[src/rtl/shift_pkg.sv]
// Shared types for the serial right shifter.
package shift_pkg;

    // Controller states: waiting for operands, stepping the shift, holding the result.
    typedef enum logic [1:0] {
        IDLE  = 2'd0,
        SHIFT = 2'd1,
        DONE  = 2'd2
    } state_t;

endpackage

[src/rtl/shift_right_stage.sv]
// One log-step of a right shifter: shift by 2^k when enabled, with zero or sign fill.
module shift_right_stage #(
    parameter int N  = 32,
    parameter int SW = $clog2(N)
) (
    input  logic [N-1:0]  data,
    input  logic [SW-1:0] k,
    input  logic          en,
    input  logic          arith,
    output logic [N-1:0]  shifted
);

    // Shift distance 2^k; the largest value (N/2) fits in SW bits.
    logic [SW-1:0] w_dist;
    logic [N-1:0]  w_srl;
    logic [N-1:0]  w_sra;

    assign w_dist = SW'(1) << k;
    assign w_srl  = data >> w_dist;
    assign w_sra  = $unsigned($signed(data) >>> w_dist);

    // Select the fill flavour, or pass the data through when this step is disabled.
    always_comb begin
        // NOTE: assign a default first in every combinational block so no path leaves the output unassigned and infers a latch.
        shifted = data;
        if (en) begin
            shifted = arith ? w_sra : w_srl;
        end
    end

endmodule

[src/rtl/shift_right_serial.sv]
// Multi-cycle logical/arithmetic right shifter: one log-step stage reused over SW cycles,
// with a valid/ready handshake on the operand and result sides.
module shift_right_serial
    import shift_pkg::*;
#(
    parameter int N = 32
) (
    input  logic         clk,
    input  logic         rstb,
    input  logic         in_valid,
    output logic         in_ready,
    input  logic [N-1:0] A,
    input  logic [N-1:0] B,
    input  logic         arith,
    output logic         out_valid,
    input  logic         out_ready,
    output logic [N-1:0] Z,
    output logic         busy
);

    localparam int SW = $clog2(N);
    localparam logic [SW-1:0] K_LAST = SW'(SW - 1);

    state_t        r_state;
    state_t        w_next_state;
    logic [N-1:0]  r_work;
    logic [N-1:0]  r_z;
    logic [SW-1:0] r_amt;
    logic [SW-1:0] r_k;
    logic          r_arith;

    logic [N-1:0]  w_stage_out;
    logic          w_accept;
    logic          w_last_step;

    // Only the low SW bits of the amount matter (amount mod N); the rest are deliberately dropped.
    logic          w_unused_b_upper;
    assign w_unused_b_upper = ^B[N-1:SW];

    assign w_accept    = (r_state == IDLE) && in_valid;
    assign w_last_step = (r_state == SHIFT) && (r_k == K_LAST);

    // The single reused stage; bit k of the captured amount decides whether this step shifts.
    shift_right_stage #(
        .N  (N),
        .SW (SW)
    ) u_stage (
        .data    (r_work),
        .k       (r_k),
        .en      (r_amt[r_k]),
        .arith   (r_arith),
        .shifted (w_stage_out)
    );

    // State register.
    always_ff @(posedge clk or negedge rstb) begin
        // NOTE: sequential state uses non-blocking assignments so every register samples pre-edge values.
        if (!rstb) begin
            r_state <= IDLE;
        end else begin
            r_state <= w_next_state;
        end
    end

    // Next-state logic: a fixed SW-step walk through SHIFT, then hold in DONE until consumed.
    always_comb begin
        w_next_state = r_state;
        case (r_state)
            IDLE:    if (in_valid)    w_next_state = SHIFT;
            SHIFT:   if (w_last_step) w_next_state = DONE;
            DONE:    if (out_ready)   w_next_state = IDLE;
            default:                  w_next_state = IDLE;
        endcase
    end

    // Datapath: capture operands on accept, step the working value, publish Z on the last step.
    always_ff @(posedge clk or negedge rstb) begin
        if (!rstb) begin
            r_work  <= '0;
            r_amt   <= '0;
            r_arith <= 1'b0;
            r_k     <= '0;
            r_z     <= '0;
        end else if (w_accept) begin
            r_work  <= A;
            r_amt   <= B[SW-1:0];
            r_arith <= arith;
            r_k     <= '0;
        end else if (r_state == SHIFT) begin
            r_work <= w_stage_out;
            r_k    <= r_k + 1'b1;
            if (w_last_step) begin
                r_z <= w_stage_out;
            end
        end
    end

    assign in_ready  = (r_state == IDLE);
    assign out_valid = (r_state == DONE);
    assign busy      = (r_state == SHIFT) || (r_state == DONE);
    assign Z         = r_z;

endmodule

[config.mk]
export PLATFORM = sky130hd
export DESIGN_NAME = shift_right_serial
export DESIGN_NICKNAME = d
export VERILOG_FILES = /design/src/rtl/shift_pkg.sv /design/src/rtl/shift_right_stage.sv /design/src/rtl/shift_right_serial.sv
export SDC_FILE = /design/constraint.sdc
export NUM_CORES = 1
export LEC_CHECK = 0
export BUFFER_PORTS_ARGS = -buffer_cell sky130_fd_sc_hd__buf_2
export CAP_MARGIN = 25
export CORE_AREA = 8 8 94 139
export CTS_CLUSTER_DIAMETER = 60
export DETAILED_ROUTE_END_ITERATION = 16
export DIE_AREA = 0 0 102 147
export GPL_TIMING_DRIVEN = 0
export HOLD_SLACK_MARGIN = 0.02
export MAX_ROUTING_LAYER = met4
export PLACE_DENSITY = 0.71
export SYNTH_ARGS = -nofsm -noshare
export SYNTH_HDL_FRONTEND = slang
export SYNTH_SLANG_ARGS = --single-unit
export TNS_END_PERCENT = 10
[constraint.sdc]
create_clock -name clk -period 1.9 [get_ports clk]
set_clock_uncertainty 0.05 [all_clocks]
set_input_delay 0.095 -clock clk [delete_from_list [all_inputs] [get_ports clk]]
set_output_delay 0.095 -clock clk [all_outputs]
set_load 0.005 [all_outputs]
== After elaboration in Yosys (flattened, before gate mapping) ==
Index checks and enable logic that the tools add are counted.

* Equality and inequality tests: 6
* Add/subtract/negate cells: 1
* Multiplexer cells: 12
* Order comparisons: 1
* Bitwise logic cells: 1
* Reduce and logical (&&, ||, !) cells: 7
* Shift operators: 3

{| class="wikitable"
|+ Operators with widths
! cell !! count
|-
| $mux 32 || 4
|-
| $shr 32x5->32 || 1
|-
| $sshr 32x5->32 || 1
|-
| $mux 5 || 2
|-
| $mux 2 || 3
|-
| $pmux 2 s3 || 1
|-
| $reduce_and 3->1 || 2
|-
| $add 5x1->5 const B || 1
|-
| $eq 5x3->1 const B || 1
|-
| $lt 5x4->1 const B || 1
|-
| $shl 1x5->5 const A || 1
|-
| $ne 2x2->1 const B || 2
|-
| $bmux 1 s3 || 1
|-
| $eq 2x1->1 const B || 1
|-
| $eq 2x2->1 const B || 1
|-
| $logic_and 1x1->1 || 2
|-
| $logic_not 2->1 || 1
|-
| $ne 2x1->1 const B || 1
|-
| $reduce_bool 2->1 || 1
|-
| $logic_or 1x1->1 || 1
|-
| $mux 1 || 1
|-
| $not 1->1 || 1
|}

* Register bits after elaboration: 77
* Output and inout bits: 35
* Bits of input ports: 69
* Logic and storage cells: 37

== Depth between registers and ports, before layout ==
Gate-level depths: netlist of run 1.

* Depth in word-level cells: 6
* Depth in mapped cells: 10

== Modules after synthesis ==
Synthesis of run 1 repeated with hierarchy kept, for this count alone.

* Cells, all modules: 532
* Area, all modules: 5281.3 sq um

{| class="wikitable"
|+ Modules (own cells, without submodules)
! module !! cells an instance !! sequential area each (sq um) !! instances !! area an instance (sq um)
|-
| shift_right_serial || 265 || 1926.8 || 1 || 3480.8
|-
| shift_right_stage || 267 || 0.0 || 1 || 1800.5
|}

== Worst setup path after synthesis of run 1 ==
No wires, ideal clock.

* Path type: register to register
* From: register r_k[0]
* To: register r_z[16] (netlist: Z[16])
* Path slack: -112 ps
* Library setup time: 134 ps
* Stages on the path, launching flop included: 11
* Arrival: 1828 ps
* Cell sequence: dfrtp_1 buf_4 inv_1 buf_2 ha_1 nand3_1 or2_2 buf_2 clkbuf_1 nand2_1 o211ai_1

* Word-level cells in the longest chain between the ends: 4
* Elaborated cells between the ends (all ways): 10

{| class="wikitable"
|+ Ends and longest elaborated chain
! item !! RTL line !! text
|-
| start, declared || shift_right_serial.sv:29 || <nowiki>logic [SW-1:0] r_k;</nowiki>
|-
| start signal, assigned || shift_right_serial.sv:91 || <nowiki>r_k <= r_k + 1'b1;</nowiki>
|-
| $shl 1x5->5 || shift_right_stage.sv:18 || <nowiki>assign w_dist = SW'(1) << k;</nowiki>
|-
| $shr 32x5->32 / $sshr 32x5->32 (equally long branches) || shift_right_stage.sv:19, shift_right_stage.sv:20 ||
|-
| $mux 32 || shift_right_stage.sv:27 || <nowiki>shifted = arith ? w_sra : w_srl;</nowiki>
|-
| $mux 32 || shift_right_stage.sv:26 || <nowiki>if (en) begin</nowiki>
|-
| end signal, assigned || shift_right_serial.sv:93 || <nowiki>r_z <= w_stage_out;</nowiki>
|-
| end, declared || shift_right_serial.sv:27 || <nowiki>logic [N-1:0] r_z;</nowiki>
|}

Several ways; a longest one is shown, not always the timed one. The select of a mux whose other input is x is not followed.
A chain may end at the register's enable or synchronous reset.

== Worst setup path after layout of run 1 ==
* From: register r_k[4]
* To: register r_work[28]

* Word-level cells in the longest chain between the ends: 6
* Elaborated cells between the ends (all ways): 7

{| class="wikitable"
|+ Ends and longest elaborated chain
! item !! RTL line !! text
|-
| $shl 1x5->5 * || shift_right_stage.sv:18 ||
|-
| $shr 32x5->32 / $sshr 32x5->32 (equally long branches) || shift_right_stage.sv:19, shift_right_stage.sv:20 ||
|-
| $mux 32 * || shift_right_stage.sv:27 ||
|-
| $mux 32 * || shift_right_stage.sv:26 ||
|-
| $mux 32 * || shift_right_serial.sv:89 || <nowiki>end else if (r_state == SHIFT) begin</nowiki>
|-
| $mux 32 * || shift_right_serial.sv:84 || <nowiki>end else if (w_accept) begin</nowiki>
|-
| end signal, assigned || shift_right_serial.sv:90 || <nowiki>r_work <= w_stage_out;</nowiki>
|-
| end, declared || shift_right_serial.sv:26 || <nowiki>logic [N-1:0] r_work;</nowiki>
|}

Every way passes the cells marked *; elsewhere a longest branch is shown, timed or not. The select of a mux whose other input is x is not followed.

==> impl_metrics.toml, run 1 <==
[outcome]
status = "finished with violations"
violations = "setup timing"

[yosys]
yosys.area_share.simple_pct = 19.4
synthArstFlopShare_pct = 100
synth_top_family_by_area = "compound AO/OA/AOI/OAI gates"
synthXorXnorAreaFrac_pct = 0.689
synth_area_um2 = 5080
synth_seq_area_share_pct = 37.9
synth_compound_area_share_pct = 25.8
yosysWarningCount = 0
synth_top_area_share_pct = 37.9
ys_types = 70
synth_nets = 679
yosys_register_bits = 77
yosys-top-cells-area = "dfrtp_1, nand2_1, a21oi_1, o21ai_0, nor2_1"
synth_top_cell_by_area = "dfrtp_1"
syn_area_per_cell_um2 = 8.40
yosys-top-cells-count = "nand2_1, dfrtp_1, a21oi_1"
synth_most_common_cell = "nand2_1"
ys.flop_type = "dfrtp_1"
synth_edf_count = 0
synthMuxAreaShare_pct = 8.49
syn-instance-count = 605
synth_adder_area_share_pct = 1.23

[clock_tree]
cts_max_level = 3
cts-root-buf = "clkbuf_16"
clockBufferDepth = 2
clk_pin_slew_ns = 0.06
cts-buffers-inserted = 9
clock_sinks = 77
cts_tree = "built"
insertion_delay_ns = 0.35

[drt]
route.detailed.drc = 0
ant_nets = 0
totalWireLength_um = 23100
routed_via_density = 6.32
detail_route.first_pass.iterations = 5
wire_per_inst_um = 25.2
vias = 5779
drtIter0Drc = 560

[floorplanning]
die_y_um = 147
placementRows = 48
die_w_um = 102
initial_core_util_pct = 45.5
die_area_um2 = 15000
core_region_area_um2 = 11200
ios = 104

[power]
finalPower_mw = 16.2
ir_drop_v = 0.00108
powerDensity_nw_per_um2 = 2250
static-leakage-power_nw = 3.15

[place]
port_buffers = 76
pre_cts_ws_ns = -0.784
place_congestion = 1.03
dp_hpwl_um = 16300

[sta]
setup_violations = 64
hold_viol = 0
setup_ws_ns = -0.228
max_slew.worst_pin.slew_ns = 0.739
relSlewSlack_pct = 50.7
rsz0062_at_grt = "yes"
period_share_pct = 112
period_needed_ns = 2.13
final_max_slew_viol_count = 0
fmax_mhz = 470

[global_route]
grt_start_max_net_pins = 46
first_global_vias = 5753
grt_util_all_layers_pct = 32.1
antenna_found_initial = 0
grt_pass1_wl_um = 34700
grt_overflow_total = 0

[critical_path]
critical_path_required_ns = 2.09
arrival_ns = 2.31
critical_path.cell_chain = "buf_6, or3_4, buf_8, a22o_1, a32oi_2, o21ai_2, mux2_4"
critPathSlowestCell = "or3_4"
cpLargestDelayFamily = "compound AO/OA/AOI/OAI gates"
criticalPathCategory = "flop to flop"
crit_path_start_kind = "flop"
end_kind = "flop"
max_stage_delay_ns = 0.46
critPathMaxFanout = 6
worst-path-buf-inv = 2

[finish]
fill_cells = 980
final_util_pct = 64.3
fin_nets = 834
drive_above_1_share_pct = 34.6
diodes = 0
syn_to_final_growth_pct = 41.3

[job]
maxCapViolations = 0

[worst_hold_path]
min_path_type = "input port to flop"
## stage by stage
| stage | cell area (µm²) | hold WS, ns | setup TNS (ns) | std cells |
|---|---|---|---|---|
| after global routing | 7190 | 0.0314 | -11.26 | 915 |
| after global placement | 5690 | 0.238 | -34.67 | 831 |
| after floorplan | 5120 | -0.251 | -0.00356 | 605 |
| final | 7190 | 0.0332 | -7.12 | 915 |
| after detailed placement | 5720 | 0.0211 | -31.36 | 833 |
| after CTS | 7110 | 0.0255 | -5.17 | 915 |
## final timing paths
path / start / cells past startpoint / slack (ns) / endpoint
worst max register to register: r_k[4] / 7 / -0.23 / r_work[28]
worst min-delay path: A[12] / 3 / 0.03 / r_work[12]
min in group asynchronous: rstb / 2 / 0.19 / r_k[3]
worst max-delay path: r_k[4] / 7 / -0.23 / r_work[28]
max in group asynchronous: rstb / 3 / 1.01 / r_work[1]
worst min register to register: r_amt[1] / 2 / 0.42 / r_amt[1]
## placed cells by master, fill, tap and decap left out, types with 5 or more instances in the layout
cell,Yosys,layout
nand2_1,107,99
buf_2,24,80
dfrtp_1,77,75
nor2_1,50,49
a21oi_1,54,46
buf_4,9,40
dlygate4sd3_1,0,36
o21ai_0,47,33
buf_6,3,23
o21ai_1,11,21
o22ai_1,19,18
mux2i_1,15,15
nand3_1,13,11
o211ai_1,10,10
nor3_1,15,10
inv_1,10,9
clkbuf_16,0,9
mux2_2,9,8
a21oi_2,1,8
mux4_2,8,8
clkbuf_2,1,6
o21ai_2,2,6
a2bb2oi_1,6,6
clkbuf_1,15,5
## cell families (layout without fill, tap and decap cells)
family / count (synthesis) / after routing
AND/OR/NAND/NOR: 219 / 219
XOR/XNOR: 4 / 4
flip-flops: 77 / 77
adder cells (fa/ha/maj): 5 / 5
multiplexers: 32 / 32
AO/OA/AOI/OAI: 204 / 204
buffers and inverters: 64 / 224
## final cells by class
type,count,area (µm²),area share (%)
Inverter,10,37.5,0.522
Clock buffer,10,229,3.19
Sequential cell,77,1930,26.8
Tap cell,150,188,2.61
Timing Repair Buffer,146,1040,14.4
Clock inverter,6,61.3,0.853
Buffer,52,469,6.53
Multi-Input combinational cell,464,3230,45.0
## sequential cells by signal (all words and copies together), names as in the netlist
| signal | count |
|---|---|
| Z | 32 |
| r_work | 32 |
| r_amt | 5 |
| r_k | 5 |
| r_state | 2 |
| r_arith | 1 |
## tightest hold or removal path: stages
cell and delay, ns:
buf_2 0.09, o22ai_1 0.09, a21oi_1 0.11
## power by group
| part | leakage, nW | internal (mW) | switching [mW] |
|---|---|---|---|
| Combinational | 2.06 | 4.50 | 6.40 |
| Sequential | 0.951 | 2.42 | 1.09 |
| Clock | 0.143 | 1.02 | 0.734 |
| Total | 3.15 | 7.93 | 8.22 |
## metal layers
metal  share of wire [%]  up-vias  global-route usage (%)
met3                 7.8       94                    5.54
met1                  37     2813                    37.0
met4                 5.6        0                    16.9
met2                  49      358                    51.6
li1                    -     2514                       -
met5                   0        -                       -
## timing repair
item / 4_1_cts / 5_1_grt
setup buffers: 31 / 0
hold buffers: 36 / 0
setup endpoints to repair: 75 / 67
resized for setup: 138 / 20
pin swaps: 42 / 8
endpoints found under the hold margin: 67 / 0
gates cloned: 1 / 0
(Power assumes the default switching activity.)
==> run 2, diff against run 1 <==
- PLACE_DENSITY: 0.71 -> 0.68
- clock period: 1.9 -> 2.18 ns (I/O delays scaled with it)
==> run 2 against run 1 <==
Critical path type unchanged. Global-route usage shrank 0.56 points. Largest cell class unchanged. Combinational power shrank 22%. Fmax decreased by 3.9%. The run still ends with setup timing left. Sequential cell count unchanged. Final area down 7.2%. Critical endpoint is now r_work[5].
==> impl_metrics.toml, run 2 (synthesized netlist as in run 1, its figures left out) <==
[sta]
setup_ws_ns = -0.0345
rsz0062_at_grt = "yes"
final_max_slew_viol_count = 0
fmax_mhz = 452
hold_viol = 0
period_needed_ns = 2.21
hold_ws_ns = 0.0239
setup_violations = 3
period_share_pct = 102
max_slew.worst_pin.slew_ns = 0.859
relSlewSlack_pct = 42.7

[critical_path]
crit_path_start_kind = "flop"
critical_path_required_ns = 2.36
critPathSlowestCell = "or3_4"
end_kind = "flop"
worst-path-buf-inv = 3
critPathMaxFanout = 10
max_stage_delay_ns = 0.44
critical_path.cell_chain = "buf_2, or3_4, buf_6, buf_6, nand2_2, nand2_1, o21ai_0, a21oi_1, a221o_1"
cpLargestDelayFamily = "simple AND/OR/NAND/NOR gates"
criticalPathCategory = "flop to flop"
crit_start = "r_k[3]"
r2r-start = "r_k[3]"
arrival_ns = 2.39
crit_top_cell = "buf_6"

[clock_tree]
cts-root-buf = "clkbuf_16"
cts_max_level = 3
clockBufferDepth = 2
insertion_delay_ns = 0.34
clk_pin_slew_ns = 0.06
cts-buffers-inserted = 9
cts_tree = "built"
clock_sinks = 77

[outcome]
violations = "setup timing"
status = "finished with violations"

[global_route]
first_global_vias = 5706
grt_overflow_total = 0
grt_start_max_net_pins = 47
grt_pass1_wl_um = 33900
grt_util_all_layers_pct = 31.5
antenna_found_initial = 0

[finish]
syn_to_final_growth_pct = 31.2
mostFrequentLayoutCells = "nand2_1, buf_2, dfrtp_1, a21oi_1, nor2_1"
fill_cells = 1014
register_area_um2 = 1930
fin_nets = 815
mostFrequentLayoutCell = "nand2_1"
diodes = 0
multiInputGateArea_um2 = 3020
drive_above_1_share_pct = 29.5

[job]
maxCapViolations = 0

[place]
pre_cts_ws_ns = -0.642
place_congestion = 1.01
dp_hpwl_um = 16600
port_buffers = 76

[power]
ir_drop_v = 0.00118
static-leakage-power_nw = 2.95
powerDensity_nw_per_um2 = 1930

[floorplanning]
core_region_area_um2 = 11200
die_area_um2 = 15000
placementRows = 48
ios = 104
die_w_um = 102
die_y_um = 147
initial_core_util_pct = 45.5

[drt]
route.detailed.drc = 0
drtIter0Drc = 500
ant_nets = 0
detail_route.first_pass.iterations = 5
routed_via_density = 6.29
vias = 5632
wire_per_inst_um = 25.3
totalWireLength_um = 22700

[worst_hold_path]
timing.hold.worst.start = "A[19]"
min_path_type = "input port to flop"
==> run 2: cell count changes in the layout (fill, tap and decap cells not counted), sizes merged <==
cell / change
clkinvlp: +1
buf: -18
bufinv: -1
dlygate4sd3: -4
clkbuf: +2
==> run 2: path summary, 6_finish.rpt <==
check / end / slack [ns] / cells past startpoint
setup / recovery: r_work[5] / -0.03 / 9
hold / removal: r_work[19] / 0.02 / 3
setup reg to reg: r_work[5] / -0.03 / 9
hold reg to reg: r_amt[0] / 0.42 / 2
max in group asynchronous: r_work[1] / 1.29 / 3
min in group asynchronous: r_amt[2] / 0.20 / 2
==> run 2: worst min-delay path, cell delays in order <==
cell     delay [ns]
buf_2          0.08
o22ai_1        0.07
a21oi_1        0.11
==> run 2: timing repair <==
action	CTS	global route
endpoints found under the setup margin	62	69
hold buffers	32	0
gates cloned	0	0
gates resized for setup	58	34
setup buffers	11	7
endpoints found under the hold margin	62	0
pin swaps	7	6
==> run 2: where the power goes <==
part           internal, mW  total, mW  switching (mW)  leakage [nW]
Combinational          3.32       8.46            5.14          1.87
Clock                 0.762       1.39           0.625         0.127
Sequential             2.11       3.01           0.902         0.952
Total                  6.19       12.9            6.67          2.95
==> run 2: routing by layer <==
layer | wire, µm | vias to the layer above | share of wire (%) | GRT usage, %
li1 | - | 2473 | - | -
met2 | 11400 | 300 | 51 | 51.6
met1 | 8410 | 2779 | 37 | 35.2
met5 | 0 | - | 0 | -
met4 | 1230 | 0 | 5.4 | 17.7
met3 | 1580 | 80 | 7.0 | 5.40
==> run 2: final cells by class <==
cell class / instances / share of cell area [%]
well taps: 150 / 2.81
repair buffers: 127 / 12.9
flip-flops and latches: 77 / 28.9
inverters: 10 / 0.563
multi-input cells: 464 / 45.3
clock inverters: 6 / 0.581
plain buffers: 52 / 5.59
clock buffers: 9 / 3.38
==> run 2: metrics by stage <==
| step | util (%) | TNS [ns] | power, mW | std cells | area (µm²) |
|---|---|---|---|---|---|
| finish | 59.7 | -0.0547 | 12.9 | 895 | 6670 |
| global route | 59.7 | -0.661 | 13.5 | 895 | 6670 |
| CTS | 58.4 | -0.0782 | 12.4 | 889 | 6520 |
| detailed placement | 50.8 | -23.93 | 10.4 | 832 | 5680 |
| global placement | 50.6 | -21.47 | 10.3 | 831 | 5650 |
| floorplan | - | 0 | 7.54 | 605 | 5080 |
